===== config.mk =====
export PLATFORM = sky130hd
export DESIGN_NAME = simon_sequence_generator
export DESIGN_NICKNAME = d
export VERILOG_FILES = /design/src/rtl/simon_sequence_generator.sv
export SDC_FILE = /design/constraint.sdc
export NUM_CORES = 1
export LEC_CHECK = 0
export ABC_AREA = 1
export CORE_ASPECT_RATIO = 0.5
export CORE_MARGIN = 4
export CORE_UTILIZATION = 54
export DETAILED_ROUTE_END_ITERATION = 7
export PLACE_DENSITY = 0.79
export SYNTH_ARGS = -nofsm -noshare
export SYNTH_HDL_FRONTEND = slang
export SYNTH_SLANG_ARGS = --single-unit

===== constraint.sdc =====
create_clock -name clk -period 1.65 [get_ports clk]
set_input_delay 0.495 -clock clk [delete_from_list [all_inputs] [get_ports clk]]
set_output_delay 0.495 -clock clk [all_outputs]
set_load 0.05 [all_outputs]

===== src/rtl/simon_sequence_generator.sv =====
// Symbol source for the two-button Simon game: a free-running entropy LFSR supplies
// seeds, and a replay LFSR regenerates the same symbol stream after every rewind.
module simon_sequence_generator #(
  parameter int                LFSR_W       = 16,
  parameter logic [LFSR_W-1:0] SEED_DEFAULT = 16'hACE1
) (
  input  logic              clk,
  input  logic              reset,
  input  logic              randomize,
  input  logic              start_over,
  input  logic              next,
  input  logic [1:0]        entropy_in,
  output logic [7:0]        seq_out,
  output logic              seq_valid,
  output logic [4:0]        step_count,
  output logic [LFSR_W-1:0] seed
);

  localparam logic [4:0] STEP_MAX = 5'd31;

  logic [LFSR_W-1:0] r_ent;
  logic [LFSR_W-1:0] r_rep;
  logic [LFSR_W-1:0] r_seed;
  logic [7:0]        r_seq_out;
  logic              r_seq_valid;
  logic [4:0]        r_step_count;

  logic              w_rep_fb;
  logic              w_ent_fb;
  logic [LFSR_W-1:0] w_rep_step;
  logic [LFSR_W-1:0] w_ent_step;
  logic [LFSR_W-1:0] w_ent_next;
  logic [LFSR_W-1:0] w_capture;

  // Both LFSRs share the x^16+x^14+x^13+x^11+1 taps; entropy also folds in button levels.
  assign w_rep_fb   = r_rep[15] ^ r_rep[13] ^ r_rep[12] ^ r_rep[10];
  assign w_ent_fb   = r_ent[15] ^ r_ent[13] ^ r_ent[12] ^ r_ent[10] ^ entropy_in[0] ^ entropy_in[1];
  assign w_rep_step = {r_rep[LFSR_W-2:0], w_rep_fb};
  assign w_ent_step = {r_ent[LFSR_W-2:0], w_ent_fb};

  // Button mixing can drive the entropy LFSR into the all-zero lock-up state; escape it.
  assign w_ent_next = (w_ent_step == '0) ? SEED_DEFAULT : w_ent_step;
  assign w_capture  = (r_ent == '0) ? SEED_DEFAULT : r_ent;

  // NOTE: all state updates use non-blocking assignments so every register samples pre-edge values.
  always_ff @(posedge clk) begin
    if (!reset) begin
      r_ent        <= SEED_DEFAULT;
      r_rep        <= SEED_DEFAULT;
      r_seed       <= SEED_DEFAULT;
      r_seq_out    <= 8'h00;
      r_seq_valid  <= 1'b0;
      r_step_count <= 5'd0;
    end else begin
      r_ent <= w_ent_next;
      if (randomize) begin
        r_seed       <= w_capture;
        r_rep        <= w_capture;
        r_seq_out    <= 8'h00;
        r_seq_valid  <= 1'b0;
        r_step_count <= 5'd0;
      end else if (start_over) begin
        r_rep        <= r_seed;
        r_seq_out    <= 8'h00;
        r_seq_valid  <= 1'b0;
        r_step_count <= 5'd0;
      end else if (next) begin
        r_rep        <= w_rep_step;
        r_seq_out    <= {6'd0, w_rep_fb, ~w_rep_fb};
        r_seq_valid  <= 1'b1;
        if (r_step_count != STEP_MAX) begin
          r_step_count <= r_step_count + 5'd1;
        end
      end
    end
  end

  assign seq_out    = r_seq_out;
  assign seq_valid  = r_seq_valid;
  assign step_count = r_step_count;
  assign seed       = r_seed;

endmodule


==> qor.yml <==
run_status:
  status: "completed"
sta:
  layout_setup_ws_ps: 93.7
  slew_violations: 0
  period_minus_slack_ps: 1560
  finalSetupViolations: 0
  hold_viol_final: 0
  holdWs_ps: 471
  fmaxAchievable_mhz: 643
  post-route-period-util: 0.943
  fin_worst_skew_ps: 17.4
setup_path:
  reg2reg_setup_slack_ps: 100
  cp-start-kind: "input port"
  cp.required_ps: 1850
  critPathMaxFanout: 14
  critPathCaptureType: "flip-flop"
  arrival_ps: 1760
  critPathKind: "input port to flip-flop"
floorplan:
  dieArea_mm2: 0.00612
  boundaryPins: 37
  rows: 17
  die_w_um: 107
  die_h_um: 57.4
  coreArea_mm2: 0.00455
  initial_utilization: 0.578
yosys:
  synth_cells: 358
  syn_area_mm2: 0.00263
  synthArstFlopShare: 0
  ys_ff_latch: 56
  synth_flop_cell: "dfxtp_1"
  synth.distinct_cells: 30
  yosysSeqAreaShare: 0.426
  ys_warn_count: 0
  syn_area_per_cell_um2: 7.35
  synth_edf_count: 0
cells_and_area:
  fin_nets: 409
  drive_gt1_frac: 0.219
  instances_no_fill: 467
  diodes: 0
  areaGrowthSynthToFinish_pct: 31.3
cts:
  cts_resized: 0
  cts_hold_buf: 0
  post_cts_buffers: 0
  root_buffer: "clkbuf_8"
  cts-buffers-inserted: 5
  cts.sinks: 56
  cts-htree-levels: 2
  cts_max_path_buffers: 2
  clk_pin_slew_ps: 100
  cts_tree: "yes"
  worstSkewPairLatency_ps: 320
placement:
  port_buffers: 30
  dp_hpwl_um: 4790
  dp_slack_ps: -223
  place_congestion: 0.953
  dpl.cell_count: 459
flow_run:
  maxCapViolCount: 0
detailed_routing:
  via_per_inst: 5.05
  drt_iter0_drc: 166
  num_vias: 2360
  first_pass_iters: 5
  drc: 0
  wirelength_um: 6270
  drtAntennaViolNets: 0
  post_drt_wl_per_cell_um: 13.4
pwr:
  intPower_mw: 2.29
  clkPwrFrac: 0.333
  powerDensity_mw_per_mm2: 926
  p_leak_nw: 1.66
  combPwrFrac: 0.195
  seqPwrFrac: 0.472
  peakVddDrop_mv: 0.461
  p_switching_uw: 905
  p_sw_frac: 0.283
grt:
  grt_pass1_vias: 2293
  grt_max_degree: 25
  grt_overflow: 0
  track_usage: 0.213
  grt_pass1_wl_um: 10500
  antenna_found_initial: 0
min_path:
  min_path_type: "flip-flop to flip-flop"
[Yosys cell counts, types with 3 or more instances]
library cell | n | area share
inv_2 | 9 | 0.013
nor2_2 | 7 | 0.017
buf_4 | 9 | 0.026
nor2_4 | 3 | 0.013
nand3_1 | 33 | 0.063
buf_6 | 3 | 0.013
clkbuf_1 | 4 | 0.0057
nand2_1 | 96 | 0.14
buf_2 | 3 | 0.0057
nand2_2 | 5 | 0.012
dfxtp_1 | 56 | 0.43
nand3b_1 | 5 | 0.014
o22ai_1 | 8 | 0.019
o211ai_1 | 8 | 0.023
o21ai_0 | 7 | 0.013
nor2_1 | 20 | 0.029
a21oi_1 | 14 | 0.027
inv_1 | 50 | 0.071
[power groups by stage]
| stage | sequential (mW) | clock [mW] | combinational [mW] |
|---|---|---|---|
| 2_1_floorplan | 1.59 | 0 | 0.341 |
| 3_3_place_gp | 1.54 | 0 | 0.599 |
| 3_5_place_dp | 1.54 | 0 | 0.618 |
| 4_1_cts | 1.51 | 1.09 | 0.622 |
| 5_1_grt | 1.52 | 1.13 | 0.677 |
| 6_report | 1.51 | 1.07 | 0.624 |
[final cells by class]
class / instances / area (um2)
clock buffers: 5 / 68.8
clock inverters: 3 / 68.8
fillers: 322 / 1100
inverters: 59 / 221
multi-input cells: 229 / 1190
flip-flops and latches: 56 / 1130
well taps: 66 / 82.6
repair buffers: 49 / 696
[cells by family after synthesis]
group | count (synthesis) | synth area share
AND/OR/NAND/NOR | 178 | 0.330
buffers and inverters | 78 | 0.134
flip-flops | 56 | 0.426
AO/OA/AOI/OAI | 39 | 0.0856
XOR/XNOR | 4 | 0.0133
adder cells (fa/ha/maj) | 2 | 0.00951
other | 1 | 0.00143
[cells in the final DEF (no fill, tap or decap)]
master / n
nand2_1: 96
dfxtp_1: 54
inv_1: 50
nand3_1: 32
buf_12: 25
nor2_1: 20
buf_4: 18
a21oi_1: 14
inv_2: 9
o22ai_1: 8
o211ai_1: 8
nor2_2: 7
o21ai_0: 7
conb_1: 6
clkdlybuf4s50_1: 6
nand3b_1: 5
nand2_2: 5
clkbuf_8: 5
nor2_4: 3
nor3_2: 2
xor2_1: 2
xnor2_1: 2
nand2_4: 2
nand2_8: 2
o21ai_1: 2
ha_2: 2
bufinv_16: 2
nor2_8: 1
nand4_1: 1
nor3_4: 1
nand3_2: 1
inv_6: 1
dfxtp_2: 1
dfxtp_4: 1
[critical path, stage by stage]
cell	delay, ps
clkdlybuf4s50_1	510
buf_12	160
nor2_8	60
inv_2	160
nand2_1	80
o21ai_0	70
nand2_1	90
nand2_1	70
nand2_1	60
[routing by layer]
metal	share of wire	up-vias	routed length, um	track usage
met5	0	-	0	0
met4	0.010	0	65	0.0474
met3	0.071	9	448	0.0531
met2	0.46	96	2910	0.346
met1	0.45	1070	2840	0.289
li1	-	1185	-	-
[state kept, by name, summed over array words and instances, names as in the netlist]
register,count
r_ent,16
seed,16
r_rep,16
step_count,5
seq_valid,1
seq_out,2
[final timing paths]
check / start / end / cells past startpoint
worst max-delay path: randomize / r_rep[6]$_SDFFE_PN1P_ / 9
worst min-delay path: r_ent[13]$_SDFF_PP1_ / r_ent[14]$_SDFF_PP0_ / 2
worst max register to register: step_count[0]$_SDFFE_PP0P_ / step_count[3]$_SDFFE_PP0P_ / 10
worst min register to register: r_ent[13]$_SDFF_PP1_ / r_ent[14]$_SDFF_PP0_ / 2
[per-stage QoR]
stage	total power, mW	utilization	instance area, um2	TNS, ps
after floorplan	1.93	-	2650	0
after global placement	2.14	0.725	3300	-3960
after detailed placement	2.16	0.725	3300	-5700
after CTS	3.22	0.755	3440	0
after global routing	3.33	0.759	3450	-91.9
final	3.20	0.759	3450	0
No activity file was read; power rests on OpenSTA's default activity.
